--- src/rtl/crypto1_key_collector_if.sv ---
// Candidate-key link between a Crypto1 search core, its key collector and the shared
// final-check bus: serial key bits and DONE in, parallel keys out via valid/ready.
interface crypto1_key_collector_if #(
  parameter int KEY_W = 48
);
  logic             key_data;
  logic             key_valid;
  logic             done;
  logic [KEY_W-1:0] out_key;
  logic             out_valid;
  logic             out_ready;

  // master: the collector itself; slave: core + downstream consumer side
  modport master (
    input  key_data, key_valid, done, out_ready,
    output out_key, out_valid
  );
  modport slave (
    output key_data, key_valid, done, out_ready,
    input  out_key, out_valid
  );
endinterface

--- src/rtl/crypto1_key_collector.sv ---
// Deserialises a search core's candidate-key bitstream into KEY_W-bit keys, buffers them
// in a small FWFT FIFO for the final-check bus and tracks DONE, counts and protocol errors.
module crypto1_key_collector #(
  parameter int KEY_W      = 48,
  parameter int FIFO_DEPTH = 4,
  parameter int CNT_W      = 8
) (
  input  logic                 i_clk,
  input  logic                 i_rst,
  crypto1_key_collector_if.master bus,
  output logic                 o_search_done,
  output logic [CNT_W-1:0]     o_cand_cnt,
  output logic [CNT_W-1:0]     o_drop_cnt,
  output logic                 o_err
);

  localparam int AW = $clog2(FIFO_DEPTH);
  localparam int BW = $clog2(KEY_W);

  typedef enum logic [1:0] {S_IDLE, S_COLLECT, S_DRAIN, S_FIN} state_t;

  state_t           r_state, w_state_nxt;
  logic [KEY_W-2:0] r_shift;
  logic [BW-1:0]    r_bit_cnt;
  logic             r_done_d;
  logic             r_err;
  logic [AW:0]      r_wr_ptr, r_rd_ptr;
  logic [KEY_W-1:0] r_mem [FIFO_DEPTH];
  logic [CNT_W-1:0] r_cand_cnt, r_drop_cnt;

  logic             w_collecting, w_bit_en, w_complete, w_done_rise, w_abort;
  logic             w_empty, w_full, w_pop, w_push, w_drop;
  logic [KEY_W-1:0] w_key;

  assign w_collecting = (r_state == S_IDLE) || (r_state == S_COLLECT);
  assign w_bit_en     = bus.key_valid & w_collecting;
  assign w_complete   = w_bit_en & (r_bit_cnt == BW'(KEY_W - 1));
  assign w_key        = {r_shift, bus.key_data};
  assign w_done_rise  = bus.done & ~r_done_d;
  // A DONE rise that coincides with the final bit still yields a whole key.
  assign w_abort      = w_done_rise & w_collecting & ~w_complete;

  assign w_empty = (r_wr_ptr == r_rd_ptr);
  assign w_full  = (r_wr_ptr[AW] != r_rd_ptr[AW]) &&
                   (r_wr_ptr[AW-1:0] == r_rd_ptr[AW-1:0]);
  assign w_pop   = ~w_empty & bus.out_ready;
  assign w_push  = w_complete & (~w_full | w_pop);
  assign w_drop  = w_complete & w_full & ~w_pop;

  always_comb begin
    w_state_nxt = r_state;
    case (r_state)
      S_IDLE: begin
        if (w_done_rise)        w_state_nxt = S_DRAIN;
        else if (bus.key_valid) w_state_nxt = S_COLLECT;
      end
      S_COLLECT: if (w_done_rise) w_state_nxt = S_DRAIN;
      S_DRAIN:   if (w_empty)     w_state_nxt = S_FIN;
      S_FIN:     w_state_nxt = S_FIN;
      default:   w_state_nxt = S_IDLE;
    endcase
  end

  always_ff @(posedge i_clk) begin
    if (i_rst) r_state <= S_IDLE;
    else       r_state <= w_state_nxt;
  end

  always_ff @(posedge i_clk) begin
    if (i_rst) begin
      r_shift   <= '0;
      r_bit_cnt <= '0;
      r_done_d  <= 1'b0;
    end else begin
      r_done_d <= bus.done;
      if (w_abort) begin
        r_shift   <= '0;
        r_bit_cnt <= '0;
      end else if (w_bit_en) begin
        r_shift   <= w_key[KEY_W-2:0];
        r_bit_cnt <= w_complete ? '0 : r_bit_cnt + 1'b1;
      end
    end
  end

  always_ff @(posedge i_clk) begin
    if (w_push) r_mem[r_wr_ptr[AW-1:0]] <= w_key;
  end

  always_ff @(posedge i_clk) begin
    if (i_rst) begin
      r_wr_ptr <= '0;
      r_rd_ptr <= '0;
    end else begin
      if (w_push) r_wr_ptr <= r_wr_ptr + 1'b1;
      if (w_pop)  r_rd_ptr <= r_rd_ptr + 1'b1;
    end
  end

  always_ff @(posedge i_clk) begin
    if (i_rst) begin
      r_cand_cnt <= '0;
      r_drop_cnt <= '0;
      r_err      <= 1'b0;
    end else begin
      if (w_push && r_cand_cnt != '1) r_cand_cnt <= r_cand_cnt + 1'b1;
      if (w_drop && r_drop_cnt != '1) r_drop_cnt <= r_drop_cnt + 1'b1;
      // Sticky: partial key lost to DONE, or bits arriving after the partition ended.
      if ((w_abort && r_bit_cnt != '0) || (bus.key_valid && !w_collecting))
        r_err <= 1'b1;
    end
  end

  // Head is masked while empty so stale entries never leak onto the bus.
  assign bus.out_key   = w_empty ? '0 : r_mem[r_rd_ptr[AW-1:0]];
  assign bus.out_valid = ~w_empty;
  assign o_search_done = (r_state == S_FIN);
  assign o_cand_cnt    = r_cand_cnt;
  assign o_drop_cnt    = r_drop_cnt;
  assign o_err         = r_err;

endmodule

--- src/flat_wrapper.sv ---
// flat-port wrapper written by rule: the top's interface ports become plain ports
module crypto1_key_collector_flat 
#(
  parameter int KEY_W      = 48,
  parameter int FIFO_DEPTH = 4,
  parameter int CNT_W      = 8
)
  (i_clk, i_rst, o_search_done, o_cand_cnt, o_drop_cnt, o_err, bus_key_data, bus_key_valid, bus_done, bus_out_ready, bus_out_key, bus_out_valid);
  crypto1_key_collector_if #(.KEY_W(KEY_W)) bus_i ();
  input  logic i_clk;
  input  logic i_rst;
  output logic o_search_done;
  output logic [CNT_W-1:0] o_cand_cnt;
  output logic [CNT_W-1:0] o_drop_cnt;
  output logic o_err;
  input wire logic [$bits(bus_i.key_data)-1:0] bus_key_data;
  input wire logic [$bits(bus_i.key_valid)-1:0] bus_key_valid;
  input wire logic [$bits(bus_i.done)-1:0] bus_done;
  input wire logic [$bits(bus_i.out_ready)-1:0] bus_out_ready;
  output wire logic [$bits(bus_i.out_key)-1:0] bus_out_key;
  output wire logic [$bits(bus_i.out_valid)-1:0] bus_out_valid;
  assign bus_i.key_data = bus_key_data;
  assign bus_i.key_valid = bus_key_valid;
  assign bus_i.done = bus_done;
  assign bus_i.out_ready = bus_out_ready;
  assign bus_out_key = bus_i.out_key;
  assign bus_out_valid = bus_i.out_valid;
  crypto1_key_collector #(.KEY_W(KEY_W), .FIFO_DEPTH(FIFO_DEPTH), .CNT_W(CNT_W)) u_core (.i_clk(i_clk), .i_rst(i_rst), .bus(bus_i), .o_search_done(o_search_done), .o_cand_cnt(o_cand_cnt), .o_drop_cnt(o_drop_cnt), .o_err(o_err));
endmodule
--- config.mk ---
export PLATFORM = sky130hd
export DESIGN_NAME = crypto1_key_collector_flat
export DESIGN_NICKNAME = d
export VERILOG_FILES = /design/src/rtl/crypto1_key_collector_if.sv /design/src/rtl/crypto1_key_collector.sv /design/src/flat_wrapper.sv
export SDC_FILE = /design/constraint.sdc
export NUM_CORES = 1
export LEC_CHECK = 0
export ABC_CLOCK_PERIOD_IN_PS = 6400
export CORE_ASPECT_RATIO = 1.5
export CORE_UTILIZATION = 35
export DETAILED_ROUTE_END_ITERATION = 10
export HOLD_SLACK_MARGIN = 0.15
export SLEW_MARGIN = 5
export SYNTH_ARGS = -nofsm -noshare
export SYNTH_HDL_FRONTEND = slang
export SYNTH_SLANG_ARGS = --single-unit
--- constraint.sdc ---
create_clock -name i_clk -period 6.4 [get_ports i_clk]
set_input_delay 1.28 -clock i_clk [delete_from_list [all_inputs] [get_ports i_clk]]
set_output_delay 1.28 -clock i_clk [all_outputs]
set_load 0.03 [all_outputs]
======== Word-level counts from Yosys, hierarchy flattened ========
Memory sizes are Yosys's and may differ from the RTL's. A register that Yosys moved wholly into a read port is not among the register bits.
Cells that the tools add are included.
storage, ports and cells
  bits in registers ....................... 79
  RAM bits ................................ 192
  input port bits ......................... 6
  output and inout bits ................... 67
  logic and storage cells ................. 65
  memories ................................ 1
cells by class
  add/subtract/negate cells ............... 5
  equality and inequality tests ........... 12
  multiplexer cells ....................... 11
  bitwise gates (word level) .............. 15
  reductions and logical operators ........ 12
memories
  memory        words  bits a word  rd ports  clocked after memory_dff  wr ports  RTL line                     text
  u_core.r_mem  4      48           1         1                         1         crypto1_key_collector.sv:28  logic [KEY_W-1:0] r_mem [FIFO_DEPTH];
operators with widths
  operator               count
  $mux W48               1
  $add A8 B1 Y8 const B  2
  $ne A8 B8 Y1 const B   2
  $mux W2                6
  $and A1 B1 Y1          9
  $pmux W2 S4            1
  $add A3 B1 Y3 const B  2
  $add A6 B1 Y6 const B  1
  $eq A6 B6 Y1 const B   1
  $mux W6                1
  $reduce_bool A6 Y1     1
  $logic_and A1 B1 Y1    5
  $not A1 Y1             5
  $eq A2 B2 Y1 const B   2
  $ne A2 B1 Y1 const B   2
  $eq A3 B3 Y1           1
  $ne A3 B2 Y1 const B   1
  $reduce_and A3 Y1      1
  $eq A2 B1 Y1 const B   1
  $eq A2 B2 Y1           1
  $logic_not A2 Y1       1
  $logic_or A1 B1 Y1     2
  $mux W1                2
  $reduce_or A2 Y1       1
  3 further kinds        3

======== Logic depth before layout (Yosys ltp) ========
  depth after elaboration ................. 8
  gate-level depth with buffers ........... 8

======== Least setup slack after synthesis ========
OpenSTA, ideal clock, no wires.
  kind .................................... in2reg
  start ................................... input port bus_out_ready
  end ..................................... memory u_core.r_mem[0][0], enable pin
  arrival ................................. 3.018 ns
  required time ........................... 5.989 ns
  path slack .............................. 2.971 ns
  stages on the path ...................... 4
  cell sequence ........................... or4_1 -> buf_2 -> clkbuf_1 -> and3_1
between the ends
  longest elaborated chain between the ends .. 5
RTL lines
  what                           RTL line                     text
  start, declared                flat_wrapper.sv:19           input wire logic [$bits(bus_i.out_ready)-1:0] bus_out_ready;
  $and A1 B1 Y1                  crypto1_key_collector.sv:46  assign w_pop = ~w_empty & bus.out_ready;
  $or A1 B1 Y1                   crypto1_key_collector.sv:47  assign w_push = w_complete & (~w_full | w_pop);
  $and A1 B1 Y1                  crypto1_key_collector.sv:47
  $mux W1                        crypto1_key_collector.sv:87  if (w_push) r_mem[r_wr_ptr[AW-1:0]] <= w_key;
  $mux W1 (not written as such)  crypto1_key_collector.sv:87
  end, declared                  crypto1_key_collector.sv:28
Every way passes these cells.

==> metrics.log <==
INFO  metric outcome = completed
INFO  metric power_switching_share = 0.201
INFO  metric synth-seq-cells = ~270
INFO  metric route.detailed.drc = 0
INFO  metric power.sequential.fraction = 0.539
INFO  metric final.min_clock_period = 4.31 ns
INFO  metric dominant_synthesized_flop_cell = edfxtp_1
INFO  metric first_pass_grt_wire_length = approximately 32 mm
INFO  metric cts_repair_resized_insts = 0
INFO  metric syn-cell-area = 10600 um2
INFO  metric sum_of_routed_wire_segments_on_met1 = a little over 8 mm
INFO  metric place_hpwl = roughly 12 mm
INFO  metric synth-async-reset-ratio = 0
INFO  metric root_buffer = clkbuf_16
INFO  metric min_path_type = flip-flop to flip-flop
INFO  metric cts.repair_timing.setup_buffer_count = 0
INFO  metric drt_iter0_drc = around 360
INFO  metric met2RoutedLength = around 11 mm
INFO  metric netSwitchingPower = roughly 700 uW
INFO  metric maxSlewViolCount = 0
INFO  metric cts.hold.buffers_added = 0
INFO  metric via_count = about 6000
INFO  metric die-area = between 30000 and 40000 um2
INFO  metric portBuffers = around 70
INFO  metric cts_num_sinks = between 200 and 300
INFO  metric drt_pass_1_iters = 6
INFO  metric cts_buffers = 27
INFO  metric area_delta_synth_final = 19.2%
INFO  metric totalNegativeSetupSlack = 0 ns
INFO  metric internal_power = approximately 2.8 mW
INFO  metric finalSetupViolCount = 0
INFO  metric critPathMaxStageDelay = between 1 and 1.5 ns
INFO  metric globalRouteTotalUtil = 0.135
INFO  metric relSlewSlack = 0.322
INFO  metric finalInstanceArea = ~13000 um2
INFO  metric floorplan.core_area = 29700 um2
INFO  metric final_cells = 1201
INFO  metric endpoint_kind = output port
INFO  metric floorplan.rows = 77
INFO  metric globalRouteOverflowTotal = 0
INFO  metric clk_path_buf_depth = 3
INFO  metric finalCritPeriodShare = 0.673
INFO  metric grt_pass1_vias = around 6000
INFO  metric cts_htree_levels = 1
INFO  metric finalCoreUtilization = 0.426
INFO  metric synthCells = 718
INFO  metric worst_skew_pair.late_latency = 0.55 ns
INFO  metric fillerInstances = about 2800
INFO  metric syn_avg_cell_area = between 10 and 15 um2
INFO  metric most-common-layout-cells = 192 x edfxtp_1, 101 x nand2_1, 79 x dfxtp_1
INFO  metric n_antenna_cell = 0
INFO  metric avgViaCountPerCell = 4.86
INFO  metric critical_path_peak_fanout = between 40 and 50
INFO  metric pwr_density_cell = 275 nW/um2
INFO  metric clkPwrFrac = 0.447
INFO  metric dpl_cell_area = roughly 12000 um2
INFO  metric worst_setup_hold_path_clk_slew = around 0.060 ns
INFO  metric crit_arrival = 3.03 ns
INFO  metric seq_area = about 7400 um2
INFO  metric routed_wirelength = approximately 20 mm
INFO  metric power.ir.vdd_worst = between 150 and 200 uV
INFO  metric antenna_found_initial = 0
INFO  metric cts_tree = yes
INFO  metric crit_path_cell_trace = mux4_2 -> and2_1 -> clkdlybuf4s50_1
INFO  metric seq_area_frac_synth = 0.696
INFO  metric synth_fp_nets = about 730
INFO  metric floorplan.io_pins = 73
INFO  metric wl_per_cell = ~17 um
INFO  metric number_of_violations_of_the_max_capacitance_limit = 0
INFO  metric tightest_slew = 1.02 ns
INFO  metric crit_type = flip-flop to output port
INFO  metric skew = around 0.029 ns
INFO  metric drive_above_1_share = 0.150
INFO  metric topRoutingLayerUsed = met4
INFO  metric grt_max_degree = 55
INFO  metric most_common_cell_after_layout_fill_and_taps_aside = edfxtp_1
INFO  metric power_frac_comb = 0.014
INFO  metric multiInputGateArea = about 3000 um2
INFO  metric required = ~5.1 ns
INFO  metric die-height = around 220 um
INFO  metric slowest_library_cell_on_the_worst_path = dfxtp_4
INFO  metric placed_cells = approximately 1200
INFO  metric rsz0062_at_grt = false
INFO  metric chipWidth = 144 um
INFO  metric synth.lib_cells_used.distinct = 40
INFO  metric leakage = approximately 4.3 nW
INFO  metric hold_violation_count_in_the_final_report = 0
INFO  metric synth_edf_count = 192
INFO  metric fmax = about 230 MHz
INFO  metric effective_utilization_at_floorplan = 0.358
INFO  metric antenna_violation_net_count_after_detailed_routing = 0
INFO  metric final_nets = 800
INFO  metric routabilityCongestion = between 0.7 and 0.8
INFO  metric detailroute.wirelength.met3 = roughly 750 um
INFO  metric yosysWarningCount = 0
INFO  metric worst_setup_path_start_kind = flip-flop
==> final cells by class <==
cell class / instances / area share
tap: 395 / 0.0391
sequential: 273 / 0.584
clock inverter: 16 / 0.0136
clock buffer: 34 / 0.0571
timing repair buffer: 83 / 0.0635
inverter: 7 / 0.00208
multi-input combinational: 393 / 0.240
==> worst paths after layout <==
check | startpoint | to | slack, ns | cells past startpoint
worst min-delay path | u_core.r_bit_cnt[1] | u_core.r_bit_cnt[1] | 0.49 | 2
worst max-delay path | flip-flop | bus_out_key[18] | 2.09 | 3
worst max register to register | u_core.r_wr_ptr[0] | u_core.r_mem[2][10] | 3.40 | 4
worst min register to register | u_core.r_bit_cnt[1] | u_core.r_bit_cnt[1] | 0.49 | 2
==> cells by family (layout without fill, tap and decap cells) <==
group           count (synthesis)  count (layout)  share of synthesized area
fa+ha+maj                       9               9                     0.0106
xor+xnor                        8               8                    0.00660
buf+inv                        52             140                     0.0192
mux                            61              61                      0.115
compound gates                 75              75                     0.0387
simple gates                  240             240                      0.114
flops                         273             273                      0.696
==> power by group through the flow <==
stage / sequential, mW / clock [mW] / combinational, mW
final: 1.87 / 1.55 / 0.0481
after floorplan: 1.91 / 0 / 0.0292
after global routing: 1.87 / 1.65 / 0.0531
after CTS: 1.87 / 1.59 / 0.0496
after detailed placement: 1.91 / 0 / 0.0492
after global placement: 1.91 / 0 / 0.0492
==> cell usage after synthesis, types with 9 or more instances <==
cell type / count / share of area
edfxtp_1: 192 / 0.54
clkbuf_1: 36 / 0.013
ha_1: 9 / 0.011
and2_1: 49 / 0.029
nand2_1: 101 / 0.036
nor2_1: 24 / 0.0085
a21oi_1: 59 / 0.028
nand3_1: 11 / 0.0052
nor2b_1: 15 / 0.0088
and3_1: 10 / 0.0059
mux2_2: 10 / 0.011
mux4_2: 48 / 0.10
dfxtp_1: 81 / 0.15
==> worst max-delay path: cells and delay by family (launching register included) <==
family | cells | cell delay, ns
muxes | 1 | 0.67
DFF | 1 | 1.03
and+or+nand+nor | 1 | 0.19
buffers and inverters | 1 | 0.59
==> per-layer routing <==
| layer | vias to the layer above | track usage |
|---|---|---|
| li1 | 2797 | - |
| met1 | 2901 | 0.159 |
| met2 | 110 | 0.248 |
| met3 | 33 | 0.0174 |
| met4 | 0 | 0.0481 |
| met5 | - | 0 |
==> stage by stage <==
step	hold WS (ns)	power, mW	worst slack, ns
after detailed placement	0.483	1.96	2.11
after CTS	0.492	3.51	1.98
final	0.489	3.47	2.09
after global routing	0.511	3.58	1.90
after global placement	0.476	1.96	2.17
after floorplan	0.460	1.94	2.97
==> registers in the layout, summed over array words and instances, names as in the netlist, named ones only <==
name,cells
u_core.o_err,1
u_core.r_done_d,1
u_core.r_mem,192
u_core.r_shift,47
u_core.r_wr_ptr,3
u_core.o_cand_cnt,8
u_core.r_state,2
u_core.r_rd_ptr,3
u_core.r_bit_cnt,6
u_core.o_drop_cnt,8
No activity file was read; power rests on OpenSTA's default activity.
